File: config.mk
export PLATFORM = sky130hd
export DESIGN_NAME = raifes_hasti_mem_arbiter_flat
export DESIGN_NICKNAME = d
export VERILOG_FILES = /design/src/rtl/raifes_hasti_mem_arbiter_pkg.sv /design/src/rtl/raifes_hasti_mem_arbiter_if.sv /design/src/rtl/raifes_arb_pend_reg.sv /design/src/rtl/raifes_hasti_mem_arbiter.sv /design/src/flat_wrapper.sv
export SDC_FILE = /design/constraint.sdc
export NUM_CORES = 1
export LEC_CHECK = 0
export ABC_AREA = 1
export CORE_AREA = 2 2 123 125
export DETAILED_ROUTE_END_ITERATION = 10
export DIE_AREA = 0 0 125 127
export GPL_TIMING_DRIVEN = 0
export PLACE_DENSITY = 0.9
export SLEW_MARGIN = 20
export SYNTH_ARGS = -nofsm -noshare
export SYNTH_HDL_FRONTEND = slang
export SYNTH_SLANG_ARGS = --single-unit
File: constraint.sdc
create_clock -name clk -period 3.6 [get_ports clk]
set_input_delay 0.9 -clock clk [delete_from_list [all_inputs] [get_ports clk]]
set_output_delay 0.9 -clock clk [all_outputs]
set_load 0.02 [all_outputs]
File: src/rtl/raifes_hasti_mem_arbiter_pkg.sv
// Shared constants and types for the two-master HASTI SRAM arbiter.
// HTRANS/HRESP encodings plus the data-phase owner encoding.
package raifes_hasti_mem_arbiter_pkg;

  localparam logic [1:0] HTRANS_IDLE   = 2'b00;
  localparam logic [1:0] HTRANS_BUSY   = 2'b01;
  localparam logic [1:0] HTRANS_NONSEQ = 2'b10;
  localparam logic [1:0] HTRANS_SEQ    = 2'b11;

  localparam logic HRESP_OKAY  = 1'b0;
  localparam logic HRESP_ERROR = 1'b1;

  // Which master, if any, owns the slave data phase currently in flight.
  typedef enum logic [1:0] {
    DPH_NONE = 2'd0,
    DPH_M0   = 2'd1,
    DPH_M1   = 2'd2
  } dph_e;

endpackage

File: src/rtl/raifes_hasti_mem_arbiter_if.sv
// One HASTI (AHB-Lite) bus segment. The master modport is the side that
// drives address/write data; the slave modport answers with ready/resp/rdata.
interface raifes_hasti_mem_arbiter_if #(
  parameter int ADDR_W = 32,
  parameter int DATA_W = 32
);
  logic [ADDR_W-1:0] haddr;
  logic              hwrite;
  logic [2:0]        hsize;
  logic [1:0]        htrans;
  logic [DATA_W-1:0] hwdata;
  logic [DATA_W-1:0] hrdata;
  logic              hready;
  logic              hresp;

  modport master (
    output haddr, hwrite, hsize, htrans, hwdata,
    input  hrdata, hready, hresp
  );

  modport slave (
    input  haddr, hwrite, hsize, htrans, hwdata,
    output hrdata, hready, hresp
  );
endinterface

File: src/rtl/raifes_arb_pend_reg.sv
// Per-master buffer for an address phase that lost arbitration (or arrived
// while the slave was stalled). Capture wins over clear; both are strobes.
module raifes_arb_pend_reg #(
  parameter int ADDR_W = 32
) (
  input  logic              clk,
  input  logic              reset,
  input  logic              capture,
  input  logic              clear,
  input  logic [ADDR_W-1:0] addr,
  input  logic              write,
  input  logic [2:0]        size,
  output logic              valid,
  output logic [ADDR_W-1:0] q_addr,
  output logic              q_write,
  output logic [2:0]        q_size
);

  // Valid flag: set on capture, dropped once the buffered phase is replayed.
  always_ff @(posedge clk) begin
    if (reset)        valid <= 1'b0;
    else if (capture) valid <= 1'b1;
    else if (clear)   valid <= 1'b0;
  end

  // Payload only moves on capture; it is meaningless while valid is low.
  always_ff @(posedge clk) begin
    if (reset) begin
      q_addr  <= '0;
      q_write <= 1'b0;
      q_size  <= 3'd0;
    end else if (capture) begin
      q_addr  <= addr;
      q_write <= write;
      q_size  <= size;
    end
  end

endmodule

File: src/rtl/raifes_hasti_mem_arbiter.sv
// Two-master HASTI arbiter in front of one SRAM slave (m0 = imem, m1 = dmem).
// Losing address phases are parked in a pend reg and replayed; the parked
// master sees hready low until its transfer finishes.
// Optional round-robin tie break: define RAIFES_ARB_RR_EN.
module raifes_hasti_mem_arbiter
  import raifes_hasti_mem_arbiter_pkg::*;
#(
  parameter int ADDR_W = 32,
  parameter int DATA_W = 32,
  parameter int PRIO_M = 1
) (
  input  logic clk,
  input  logic reset,
  raifes_hasti_mem_arbiter_if.slave  m0,
  raifes_hasti_mem_arbiter_if.slave  m1,
  raifes_hasti_mem_arbiter_if.master s
);

  localparam int   NM       = 2;
  localparam logic PRIO_BIT = (PRIO_M != 0);

  logic [NM-1:0][ADDR_W-1:0] in_addr, pend_addr;
  logic [NM-1:0][2:0]        in_size, pend_size;
  logic [NM-1:0]             in_write, pend_write, in_req;
  logic [NM-1:0]             pend, live, cand, grant, capture, own, hready, hresp;
  logic                      issue, win, tie_win;
  logic [ADDR_W-1:0]         bus_addr;
  logic [2:0]                bus_size;
  logic                      bus_write;
  logic [1:0]                bus_trans;
  logic [DATA_W-1:0]         wdata_sel;
  logic                      unused_busy;
  dph_e                      dph, dph_nxt;

  assign in_addr  = {m1.haddr,  m0.haddr};
  assign in_size  = {m1.hsize,  m0.hsize};
  assign in_write = {m1.hwrite, m0.hwrite};
  // Only htrans[1] matters: IDLE and BUSY are never forwarded.
  assign in_req      = {m1.htrans[1], m0.htrans[1]};
  assign unused_busy = m0.htrans[0] ^ m1.htrans[0];

  for (genvar i = 0; i < NM; i++) begin : g_pend
    raifes_arb_pend_reg #(.ADDR_W(ADDR_W)) u_pend (
      .clk     (clk),
      .reset   (reset),
      .capture (capture[i]),
      .clear   (grant[i]),
      .addr    (in_addr[i]),
      .write   (in_write[i]),
      .size    (in_size[i]),
      .valid   (pend[i]),
      .q_addr  (pend_addr[i]),
      .q_write (pend_write[i]),
      .q_size  (pend_size[i])
    );
  end

  // A live request is one the master believes was accepted this cycle.
  assign live    = in_req & hready;
  assign cand    = pend | live;
  assign issue   = ~reset & s.hready & (|cand);
  assign grant   = issue ? (win ? 2'b10 : 2'b01) : 2'b00;
  assign capture = live & ~grant;

`ifdef RAIFES_ARB_RR_EN
  logic last_grant, tie_seen;

  // Round-robin history; PRIO_M breaks only the first tie after reset.
  always_ff @(posedge clk) begin
    if (reset) begin
      last_grant <= 1'b0;
      tie_seen   <= 1'b0;
    end else if (issue) begin
      last_grant <= win;
      if (&cand) tie_seen <= 1'b1;
    end
  end

  assign tie_win = tie_seen ? ~last_grant : PRIO_BIT;
`else
  assign tie_win = PRIO_BIT;
`endif

  // Winner select: a sole candidate wins outright, otherwise the tie rule.
  always_comb begin
    win = tie_win;
    case (cand)
      2'b01:   win = 1'b0;
      2'b10:   win = 1'b1;
      default: win = tie_win;
    endcase
  end

  // Data-phase owner register.
  always_ff @(posedge clk) begin
    if (reset) dph <= DPH_NONE;
    else       dph <= dph_nxt;
  end

  // Owner advances only when the slave finishes the current data phase.
  always_comb begin
    dph_nxt = dph;
    if (s.hready) dph_nxt = issue ? (win ? DPH_M1 : DPH_M0) : DPH_NONE;
  end

  assign own = {dph == DPH_M1, dph == DPH_M0};

  // Owner sees the slave's ready/resp; a parked master is held off; others idle-ready.
  always_comb begin
    hready = '1;
    hresp  = {NM{HRESP_OKAY}};
    if (!reset) begin
      for (int i = 0; i < NM; i++) begin
        hready[i] = own[i] ? s.hready : ~pend[i];
        hresp[i]  = own[i] ? s.hresp  : HRESP_OKAY;
      end
    end
  end

  // Address phase toward the slave; a parked phase takes precedence over live inputs.
  always_comb begin
    bus_trans = HTRANS_IDLE;
    bus_addr  = '0;
    bus_write = 1'b0;
    bus_size  = 3'd0;
    if (issue) begin
      bus_trans = HTRANS_NONSEQ;
      if (pend[win]) begin
        bus_addr  = pend_addr[win];
        bus_write = pend_write[win];
        bus_size  = pend_size[win];
      end else begin
        bus_addr  = in_addr[win];
        bus_write = in_write[win];
        bus_size  = in_size[win];
      end
    end
  end

  assign wdata_sel = (dph == DPH_M1) ? m1.hwdata : m0.hwdata;

  assign s.htrans  = bus_trans;
  assign s.haddr   = bus_addr;
  assign s.hwrite  = bus_write;
  assign s.hsize   = bus_size;
  assign s.hwdata  = wdata_sel;

  assign m0.hready = hready[0];
  assign m1.hready = hready[1];
  assign m0.hresp  = hresp[0];
  assign m1.hresp  = hresp[1];
  assign m0.hrdata = s.hrdata;
  assign m1.hrdata = s.hrdata;

endmodule
File: src/flat_wrapper.sv
// flat-port wrapper written by rule: the top's interface ports become plain ports
module raifes_hasti_mem_arbiter_flat import raifes_hasti_mem_arbiter_pkg::*;
#(
  parameter int ADDR_W = 32,
  parameter int DATA_W = 32,
  parameter int PRIO_M = 1
)
  (clk, reset, m0_haddr, m0_hwrite, m0_hsize, m0_htrans, m0_hwdata, m0_hrdata, m0_hready, m0_hresp, m1_haddr, m1_hwrite, m1_hsize, m1_htrans, m1_hwdata, m1_hrdata, m1_hready, m1_hresp, s_haddr, s_hwrite, s_hsize, s_htrans, s_hwdata, s_hrdata, s_hready, s_hresp);
  raifes_hasti_mem_arbiter_if #(.ADDR_W(ADDR_W), .DATA_W(DATA_W)) m0_i ();
  raifes_hasti_mem_arbiter_if #(.ADDR_W(ADDR_W), .DATA_W(DATA_W)) m1_i ();
  raifes_hasti_mem_arbiter_if #(.ADDR_W(ADDR_W), .DATA_W(DATA_W)) s_i ();
  input  logic clk;
  input  logic reset;
  input wire logic [$bits(m0_i.haddr)-1:0] m0_haddr;
  input wire logic [$bits(m0_i.hwrite)-1:0] m0_hwrite;
  input wire logic [$bits(m0_i.hsize)-1:0] m0_hsize;
  input wire logic [$bits(m0_i.htrans)-1:0] m0_htrans;
  input wire logic [$bits(m0_i.hwdata)-1:0] m0_hwdata;
  output wire logic [$bits(m0_i.hrdata)-1:0] m0_hrdata;
  output wire logic [$bits(m0_i.hready)-1:0] m0_hready;
  output wire logic [$bits(m0_i.hresp)-1:0] m0_hresp;
  input wire logic [$bits(m1_i.haddr)-1:0] m1_haddr;
  input wire logic [$bits(m1_i.hwrite)-1:0] m1_hwrite;
  input wire logic [$bits(m1_i.hsize)-1:0] m1_hsize;
  input wire logic [$bits(m1_i.htrans)-1:0] m1_htrans;
  input wire logic [$bits(m1_i.hwdata)-1:0] m1_hwdata;
  output wire logic [$bits(m1_i.hrdata)-1:0] m1_hrdata;
  output wire logic [$bits(m1_i.hready)-1:0] m1_hready;
  output wire logic [$bits(m1_i.hresp)-1:0] m1_hresp;
  output wire logic [$bits(s_i.haddr)-1:0] s_haddr;
  output wire logic [$bits(s_i.hwrite)-1:0] s_hwrite;
  output wire logic [$bits(s_i.hsize)-1:0] s_hsize;
  output wire logic [$bits(s_i.htrans)-1:0] s_htrans;
  output wire logic [$bits(s_i.hwdata)-1:0] s_hwdata;
  input wire logic [$bits(s_i.hrdata)-1:0] s_hrdata;
  input wire logic [$bits(s_i.hready)-1:0] s_hready;
  input wire logic [$bits(s_i.hresp)-1:0] s_hresp;
  assign m0_i.haddr = m0_haddr;
  assign m0_i.hwrite = m0_hwrite;
  assign m0_i.hsize = m0_hsize;
  assign m0_i.htrans = m0_htrans;
  assign m0_i.hwdata = m0_hwdata;
  assign m0_hrdata = m0_i.hrdata;
  assign m0_hready = m0_i.hready;
  assign m0_hresp = m0_i.hresp;
  assign m1_i.haddr = m1_haddr;
  assign m1_i.hwrite = m1_hwrite;
  assign m1_i.hsize = m1_hsize;
  assign m1_i.htrans = m1_htrans;
  assign m1_i.hwdata = m1_hwdata;
  assign m1_hrdata = m1_i.hrdata;
  assign m1_hready = m1_i.hready;
  assign m1_hresp = m1_i.hresp;
  assign s_haddr = s_i.haddr;
  assign s_hwrite = s_i.hwrite;
  assign s_hsize = s_i.hsize;
  assign s_htrans = s_i.htrans;
  assign s_hwdata = s_i.hwdata;
  assign s_i.hrdata = s_hrdata;
  assign s_i.hready = s_hready;
  assign s_i.hresp = s_hresp;
  raifes_hasti_mem_arbiter #(.ADDR_W(ADDR_W), .DATA_W(DATA_W), .PRIO_M(PRIO_M)) u_core (.clk(clk), .reset(reset), .m0(m0_i), .m1(m1_i), .s(s_i));
endmodule
---- Word-level counts from Yosys, hierarchy flattened ----
Index checks and enable logic that the tools add are counted.
storage, ports and cells
  word-level logic and storage cells ...... 60
  input port bits ......................... 176
  output and inout port bits .............. 138
  register bits after elaboration ......... 76
operators by class
  bitwise operators ....................... 9
  reductions and logical operators ........ 3
  eq/ne operators ......................... 3
  order comparisons ....................... 1
  mux-type cells .......................... 35
operators by type and width
  cell                                                 count
  2-to-1 mux 32 bit                                    7
  2-to-1 mux 3 bit                                     6
  2-to-1 mux 1 bit                                     17
  2-to-1 mux 2 bit                                     5
  bitwise AND 2 bit                                    2
  equality test 2 x 1 -> 1 bit, second input constant  2
  nonzero test 2 bit                                   2
  NOT 1 bit                                            3
  bitwise AND 1 bit                                    2
  equality test 2 bit, second input constant           1
  < comparator 1 x 2 -> 1 bit, second input constant   1
  NOT 2 bit                                            1
  OR 2 bit                                             1
  OR reduction 2 bit                                   1

---- Depth between registers and ports, before layout ----
Gate-level depths: netlist of the first run.
  depth after elaboration ................. 11
  gate-level depth with buffers ........... 12
  gate-level depth less buffers ........... 11

---- Modules after synthesis ----
Synthesis of the first run repeated with hierarchy kept, for this count alone.
unflattened totals
  cell total of the unflattened synthesis .. 859
  area total of the unflattened synthesis .. 5774.3 um2
modules (own cells, without submodules)
  module                    area an instance (um2)  times used  cells an instance
  raifes_hasti_mem_arbiter  2919.0                  1           539
  raifes_arb_pend_reg       1427.6                  2           160

---- Least setup slack after synthesis of the first run ----
Ideal clock, no wire load.
  path type ............................... input to output
  start ................................... input port reset
  end ..................................... output port s_haddr[10]
  arrival time ............................ 2.361 ns
  required time ........................... 2.700 ns
  path slack .............................. 0.339 ns
  path buffers ............................ 2
  cell stages on the path ................. 9
  cell sequence ........................... inv_1 -> nand3_1 -> nand2_1 -> nand2_1 -> buf_2 -> buf_2 -> nand3_1 -> nand3_1 -> a21oi_1
on the way
  longest elaborated chain between the ends .. 8
ends and longest elaborated chain
  what                                                                           RTL line                         RTL
  start: declaration                                                             flat_wrapper.sv:13               input logic reset;
  2-to-1 mux 2 bit *                                                             raifes_hasti_mem_arbiter.sv:112  if (!reset) begin
  net m0_hready                                                                  flat_wrapper.sv:20               output wire logic [$bits(m0_i.hready)-1:0] m0_hready;
  bitwise AND 2 bit *                                                            raifes_hasti_mem_arbiter.sv:59   assign live = in_req & hready;
  OR 2 bit *                                                                     raifes_hasti_mem_arbiter.sv:60   assign cand = pend | live;
  equality test 2 x 1 -> 1 bit                                                   raifes_hasti_mem_arbiter.sv:87   case (cand)
  2-to-1 mux 32 bit (implied by the code) (tied with other cells) (2 in series)  raifes_hasti_mem_arbiter.sv:133  bus_addr = in_addr[win];
  2-to-1 mux 32 bit                                                              raifes_hasti_mem_arbiter.sv:128  if (pend[win]) begin
  2-to-1 mux 32 bit *                                                            raifes_hasti_mem_arbiter.sv:126  if (issue) begin
  end: declaration                                                               flat_wrapper.sv:30               output wire logic [$bits(s_i.haddr)-1:0] s_haddr;
Mark *: on every way through the listed nets, which the timed path passes. The rest lies on a longest branch. The select of a mux whose other input is x is not followed.

---- Final worst setup path of the first run ----
  start ................................... input port m1_htrans[1]
  end ..................................... output port s_haddr[0]
on the way
  longest elaborated chain between the ends .. 7
ends and longest elaborated chain
  what                                                                           RTL line                         RTL
  start: declaration                                                             flat_wrapper.sv:25               input wire logic [$bits(m1_i.htrans)-1:0] m1_htrans;
  bitwise AND 2 bit *                                                            raifes_hasti_mem_arbiter.sv:59
  OR 2 bit *                                                                     raifes_hasti_mem_arbiter.sv:60
  equality test 2 x 1 -> 1 bit                                                   raifes_hasti_mem_arbiter.sv:87
  2-to-1 mux 32 bit (implied by the code) (tied with other cells) (2 in series)  raifes_hasti_mem_arbiter.sv:133
  2-to-1 mux 32 bit                                                              raifes_hasti_mem_arbiter.sv:128
  2-to-1 mux 32 bit *                                                            raifes_hasti_mem_arbiter.sv:126
Every way passes the cells marked *; elsewhere a longest branch is shown, timed or not. The select of a mux whose other input is x is not followed.

==> flow_metrics.py, run 1 <==
metrics = {
    "logic_synthesis": {
        "yosys_warnings": 0,
        "synth.distinct_cells": 23,
        "async_flop_share_pct": 0,
        "synthTopCellsByArea": "dfxtp_1, nand2_1, nand3_1",
        "syn_area_mm2": 0.00537,
        "postSynthNetCount": 1054,
        "synth_commonest_cells": "nand2_1, inv_1, nand3_1",
        "yosys.area.top_type": "dfxtp_1",
        "synth_top_cell_area_share_pct": 28.3,
        "syn_inst": 878,
        "avgSynthCellArea_um2": 6.11,
        "synth_edf_count": 0,
        "seq_area_frac_synth_pct": 28.3,
        "synthMostInstantiatedCell": "nand2_1",
        "ys_ff_latch": 76,
        "synth_ff_type": "dfxtp_1",
    },
    "setup_path": {
        "worstSetupStartpointType": "input pin",
        "r2r_cells": 8,
        "r2r-end": "u_core.g_pend[1].u_pend.q_addr[7]",
        "crit_type": "in2out",
        "endpoint_kind": "primary output",
        "critPathMaxFanout": 10,
        "crit_arrival_ns": 2.61,
        "rr_startpoint": "u_core.dph[0]",
        "r2r_slack_ns": 1.70,
        "cp.required_ns": 2.70,
    },
    "sta": {
        "clock.fmax_ghz": 0.285,
        "fin_crit_sh_pct": 97.5,
        "fin_skew_ns": 0.00538,
        "period_needed_ns": 3.51,
        "setup-tns-final_ns": 0,
        "finalHoldViolations": 0,
        "setup_violations": 0,
        "rsz0062_at_grt": "false",
        "tightest_slew_ns": 0.507,
        "relSlewSlack_pct": 66.2,
        "finalMaxSlewViolations": 0,
    },
    "die": {
        "fp.dieW_um": 125,
        "fp.dieArea_mm2": 0.0159,
        "dieHeight_um": 127,
        "core_region_area_mm2": 0.0144,
        "rows": 44,
        "num_io_pins": 314,
        "start_util_pct": 37.2,
    },
    "route": {
        "antenna_left": 0,
        "via_count": 6784,
        "vias_per_cell": 4.99,
        "drc": 0,
        "drt-initial-drc-count": 466,
        "totalWireLength_um": 20600,
        "avgRoutedWirePerCell_um": 15.2,
        "dr.pass1.iters": 6,
    },
    "clock_tree": {
        "clock_latency_ns": 0.34,
        "htreeDepth": 3,
        "clock_sinks": 76,
        "ctsRootBufferMaster": "clkbuf_16",
        "cts.clk_slew.worst_paths_ns": 0.06,
        "cts_buffer_depth": 2,
        "cts_made_buffers": 9,
        "cts_tree": "yes",
        "cts_hold_buf": 0,
    },
    "finish": {
        "fin_util_pct": 60.4,
        "syn_to_final_growth_pct": 62.3,
        "diodes": 0,
        "fillerInstances": 1288,
        "drive_above_1_share_pct": 15.5,
        "final_net_count": 1347,
    },
    "global_route": {
        "grt_max_degree": 14,
        "antenna_found_initial": 1,
        "grt_pass1_wl_um": 32500,
        "grt_overflow": 0,
        "grtUsageTotal_pct": 24.8,
        "grt_pass1_vias": 6497,
    },
    "power_and_ir_drop": {
        "switching_share_pct": 35.2,
        "p_int_mw": 2.12,
        "p_switching_mw": 1.15,
        "clkPwrFrac_pct": 28.9,
        "p_per_area_mw_per_mm2": 375,
        "leakage_nw": 4.09,
        "pwr-share-comb_pct": 41.8,
        "ir_drop_mv": 0.235,
        "sequentialPowerShare_pct": 29.4,
    },
    "place": {
        "place_congestion": 0.838,
        "io_buffers": 278,
        "hpwl_um": 15700,
    },
    "hold_path": {
        "holdCritPathClass": "reg2reg",
        "hold_path_end": "u_core.g_pend[1].u_pend.q_addr[14]",
        "whs_path_depth": 2,
        "hp-start": "u_core.g_pend[1].u_pend.q_addr[14]",
    },
    "flow_run": {
        "drv_cap": 0,
    },
    "run_status": {
        "status": "finished, final reports clean",
    },
}
-- worst max path at each step --
stage	start	slack, ns	cells after the start	endpoint
finish	m1_htrans[1]	0.09	8	s_haddr[0]
CTS	m1_htrans[1]	0.008	7	s_haddr[3]
global route	reset	0.007	11	s_hsize[2]
global placement	s_hready	-0.77	9	s_haddr[5]
detailed placement	s_hready	-0.82	9	s_haddr[22]
floorplan	reset	0.34	9	s_haddr[10]
-- cell families after synthesis --
kind of cell,count (synthesis),share of synthesized area (%)
buf+inv,245,23.0
simple gates,406,34.0
other cells,1,0.0698
compound gates,150,14.5
flops,76,28.3
-- sequential cells by signal, summed over array words and instances (netlist names) --
| name | flops |
|---|---|
| u_core.g_pend.u_pend.q_size | 6 |
| u_core.dph | 2 |
| u_core.g_pend.u_pend.valid | 2 |
| u_core.g_pend.u_pend.q_addr | 64 |
| u_core.g_pend.u_pend.q_write | 2 |
-- area by class of cell --
cell class,instances,area [um2],area share [%]
multi-input combinational,557,2650,30.4
clock inverter,5,60.1,0.689
buffer,125,882,10.1
inverter,120,455,5.23
sequential,76,1520,17.5
tap,184,230,2.64
timing repair buffer,282,2660,30.5
clock buffer,11,253,2.90
-- repair_timing --
| item | 4_1_cts | 5_1_grt |
|---|---|---|
| endpoints found under the setup margin | 36 | 30 |
| pin swaps | 4 | 1 |
| hold endpoints to repair | 0 | 0 |
| resized for setup | 203 | 6 |
| buffers inserted | 4 | 0 |
-- power by group through the flow --
stage | Combinational (mW) | Clock [mW] | Sequential [mW]
2_1_floorplan | 0.752 | 0 | 0.969
3_3_place_gp | 1.30 | 0 | 0.973
3_5_place_dp | 1.33 | 0 | 0.977
4_1_cts | 1.35 | 0.947 | 0.959
5_1_grt | 1.47 | 0.978 | 0.968
6_report | 1.36 | 0.943 | 0.960
-- worst max-delay path: stages --
cell,delay [ns]
clkdlybuf4s50_1,0.53
a21oi_4,0.26
buf_4,0.22
buf_2,0.24
nand3_1,0.11
nand3_1,0.11
a21oi_2,0.08
buf_4,0.16
-- per-stage QoR --
stage / instance area (um2) / power [mW] / setup WS, ns / std cells / hold WS, ns
floorplan: 5370 / 1.72 / 0.339 / 878 / 0.430
global placement: 8380 / 2.27 / -0.767 / 1340 / 0.439
detailed placement: 8380 / 2.30 / -0.825 / 1340 / 0.444
CTS: 8700 / 3.26 / 0.00791 / 1360 / 0.453
global route: 8720 / 3.42 / 0.00703 / 1360 / 0.463
finish: 8720 / 3.27 / 0.0910 / 1360 / 0.452
-- layer usage --
layer  up-vias  wire length [um]  global-route usage (%)
met1      3070              7990                    28.5
met4         2               468                    8.17
li1       3303                 -                       -
met3        47              1650                    4.86
met2       362             10500                    46.2
met5         -                10                       0
-- placed cells by master (no fill, tap or decap), drive strengths merged --
master         synthesis  layout
a21oi                 74      74
buf                  100     140
bufinv                 0       1
clkbuf                25      36
clkdlybuf4s50          0     240
clkinv                 1       3
clkinvlp               0       1
conb                   1       1
dfxtp                 76      76
dlygate4sd2            0       2
inv                  119     120
nand2                180     180
nand3                115     115
nand3b                36      36
nor2                  73      73
nor3                   2       2
o211ai                 2       2
o21ai                 74      74
Note: power is estimated with default switching activity, not from simulation.
==> run 2: changes to the inputs <==
- CELL_PAD_IN_SITES_DETAIL_PLACEMENT: default -> 0
- CELL_PAD_IN_SITES_GLOBAL_PLACEMENT: default -> 2
- CORE_AREA: 2 2 123 125 -> default
- CORE_ASPECT_RATIO: default -> 1.1
- CORE_UTILIZATION: default -> 20
- DIE_AREA: 0 0 125 127 -> default
- PLACE_DENSITY: 0.9 -> 0.95
==> run 2 against run 1 <==
Routed wire length up 7.8%. Worst setup slack improved by 0.023 ns. Cell count up 13%. Clock skew down 0.00079 ns. Cell area rose by 3.0%. Sequential cell count is the same. Fmax is 0.67% higher. Critical path type unchanged.
==> flow_metrics.py, run 2 (synthesis results as in run 1) <==
metrics = {
    "sta": {
        "fin_skew_ns": 0.00459,
        "setup-tns-final_ns": 0,
        "relSlewSlack_pct": 64.4,
        "finalMaxSlewViolations": 0,
        "period_needed_ns": 3.49,
        "fin_crit_sh_pct": 96.8,
        "rsz0062_at_grt": "false",
        "setup_slack_ns": 0.114,
        "clock.fmax_ghz": 0.287,
        "tightest_slew_ns": 0.534,
        "setup_violations": 0,
        "finalHoldViolations": 0,
    },
    "setup_path": {
        "critPathMaxFanout": 10,
        "crit_arrival_ns": 2.59,
        "path_cells": "dlygate4sd2_1, nand3_1, nand3_4, nand2_2, a21oi_4, buf_12, buf_4, nand3_1, a21oi_2, buf_6",
        "r2r_cells": 11,
        "critPathTopFamily": "buffers and inverters",
        "cp.required_ns": 2.70,
        "endpoint_kind": "primary output",
        "r2r_slack_ns": 1.65,
        "crit_path_top_delay_cell": "dlygate4sd2_1",
        "r2r-end": "u_core.g_pend[0].u_pend.q_addr[26]",
        "rr_startpoint": "u_core.g_pend[1].u_pend.valid",
        "cp_common_cell": "nand3_1",
        "crit_cells": 10,
        "cp_num_buf_inv": 4,
        "crit_type": "in2out",
        "worstSetupStartpointType": "input pin",
        "max_stage_delay_ns": 0.30,
    },
    "route": {
        "totalWireLength_um": 22200,
        "avgRoutedWirePerCell_um": 14.5,
        "drc": 0,
        "drt-initial-drc-count": 359,
        "antenna_left": 0,
        "vias_per_cell": 4.20,
        "via_count": 6441,
        "dr.pass1.iters": 5,
    },
    "global_route": {
        "grt_pass1_wl_um": 33900,
        "grt_max_degree": 13,
        "met3_usage_pct": 2.68,
        "grt_busiest_layer": "met2",
        "grt.met1_usage_pct": 19.4,
        "grtUsageTotal_pct": 16.1,
        "grt_pass1_vias": 6215,
        "grt_overflow": 0,
        "antenna_found_initial": 3,
        "grt.met2_usage_pct": 28.2,
    },
    "place": {
        "io_buffers": 278,
        "place_congestion": 0.770,
        "place_ws_ns": -1.02,
        "hpwl_um": 17600,
    },
    "die": {
        "num_io_pins": 314,
        "fp.dieW_um": 158,
        "dieHeight_um": 174,
        "rows": 62,
        "start_util_pct": 20.5,
        "fp.dieArea_mm2": 0.0275,
        "core_region_area_mm2": 0.0262,
    },
    "clock_tree": {
        "cts_buffer_depth": 2,
        "cts_tree": "yes",
        "ctsRootBufferMaster": "clkbuf_16",
        "clock_latency_ns": 0.34,
        "cts.clk_slew.worst_paths_ns": 0.06,
        "clock_sinks": 76,
        "cts_made_buffers": 9,
        "htreeDepth": 3,
        "cts_hold_buf": 0,
    },
    "power_and_ir_drop": {
        "p_per_area_mw_per_mm2": 355,
        "leakage_nw": 4.11,
        "ir_drop_mv": 0.216,
    },
    "hold_path": {
        "holdCritPathClass": "reg2reg",
        "hp-start": "u_core.g_pend[1].u_pend.q_addr[19]",
        "hold_path_end": "u_core.g_pend[1].u_pend.q_addr[19]",
        "whs_path_depth": 2,
    },
    "finish": {
        "regMostFlops": "u_core.g_pend.u_pend.q_addr",
        "final_net_count": 1350,
        "drive_above_1_share_pct": 16.0,
        "reg_top3": "u_core.g_pend.u_pend.q_addr (64), u_core.g_pend.u_pend.q_size (6)",
        "final_cell_mix": "clkdlybuf4s50_1, nand2_1, inv_1, nand3_1, buf_4",
        "largest_reg_flops": 64,
        "layout_commonest_cell": "clkdlybuf4s50_1",
        "syn_to_final_growth_pct": 67.2,
    },
    "run_status": {
        "status": "finished, final reports clean",
    },
    "flow_run": {
        "drv_cap": 0,
    },
}
## run 2: changes by cell type in the layout (fill, tap and decap cells not counted), sizes merged
cell,change
inv,-1
bufinv,-1
dlymetal6s2s,+1
diode,+1
clkinv,+2
buf,+3
clkdlybuf4s50,-1
## run 2: how the worst max path moves through the flow
stage	from	endpoint	slack (ns)
3_3_place_gp	reset	s_hsize[1]	-1.02
4_1_cts	m1_htrans[1]	s_haddr[23]	0.08
3_5_place_dp	reset	s_hsize[1]	-1.02
2_1_floorplan	reset	s_haddr[10]	0.34
6_report	s_hready	s_hsize[1]	0.11
5_1_grt	s_hready	s_haddr[2]	0.02
## run 2: worst register-to-register path, cell delays in order, from the launching register on
cell,delay [ns]
dfxtp_1,0.47
inv_1,0.07
nand2_1,0.11
nand3_4,0.11
a21oi_4,0.23
buf_4,0.14
nand3_2,0.10
nand2_4,0.15
inv_2,0.14
buf_6,0.17
nor2_1,0.10
nor2_1,0.06
## run 2: layer usage
layer | part of all wire [%] | routed length (um) | up-vias
met5 | 0.054 | 12 | -
met4 | 2.1 | 457 | 2
met3 | 6.7 | 1500 | 27
met2 | 49 | 10800 | 234
met1 | 43 | 9470 | 2877
li1 | - | - | 3301
## run 2: final cells by class
type / instances / area [um2]
Fill cell: 2980 / 17200
Timing Repair Buffer: 285 / 2700
Tap cell: 352 / 440
Clock buffer: 11 / 243
Inverter: 120 / 458
Buffer: 125 / 913
Antenna cell: 1 / 2.50
Multi-Input combinational cell: 557 / 2670
Clock inverter: 5 / 27.5
Sequential cell: 76 / 1520
## run 2: what timing repair did
item,CTS,global route
pin swaps,5,1
resized for setup,225,1
setup endpoints to repair,37,6
buffers inserted,6,1
## run 2: metrics by stage
step | power (mW) | utilization [%] | cell area (um2) | hold WS, ns | cells
6_report | 3.18 | 34.2 | 8970 | 0.452 | 1532
2_1_floorplan | 1.72 | - | 5370 | 0.430 | 878
5_1_grt | 3.38 | 34.2 | 8970 | 0.479 | 1531
3_5_place_dp | 2.33 | 32.8 | 8590 | 0.447 | 1508
3_3_place_gp | 2.32 | 32.8 | 8590 | 0.441 | 1508
4_1_cts | 3.21 | 34.2 | 8960 | 0.455 | 1530
## run 2: report_power, final
part	switching [mW]	leakage, nW	internal [mW]
clock	0.364	0.135	0.481
sequential	0.0330	0.630	0.925
combinational	0.749	3.35	0.631
total	1.15	4.11	2.04
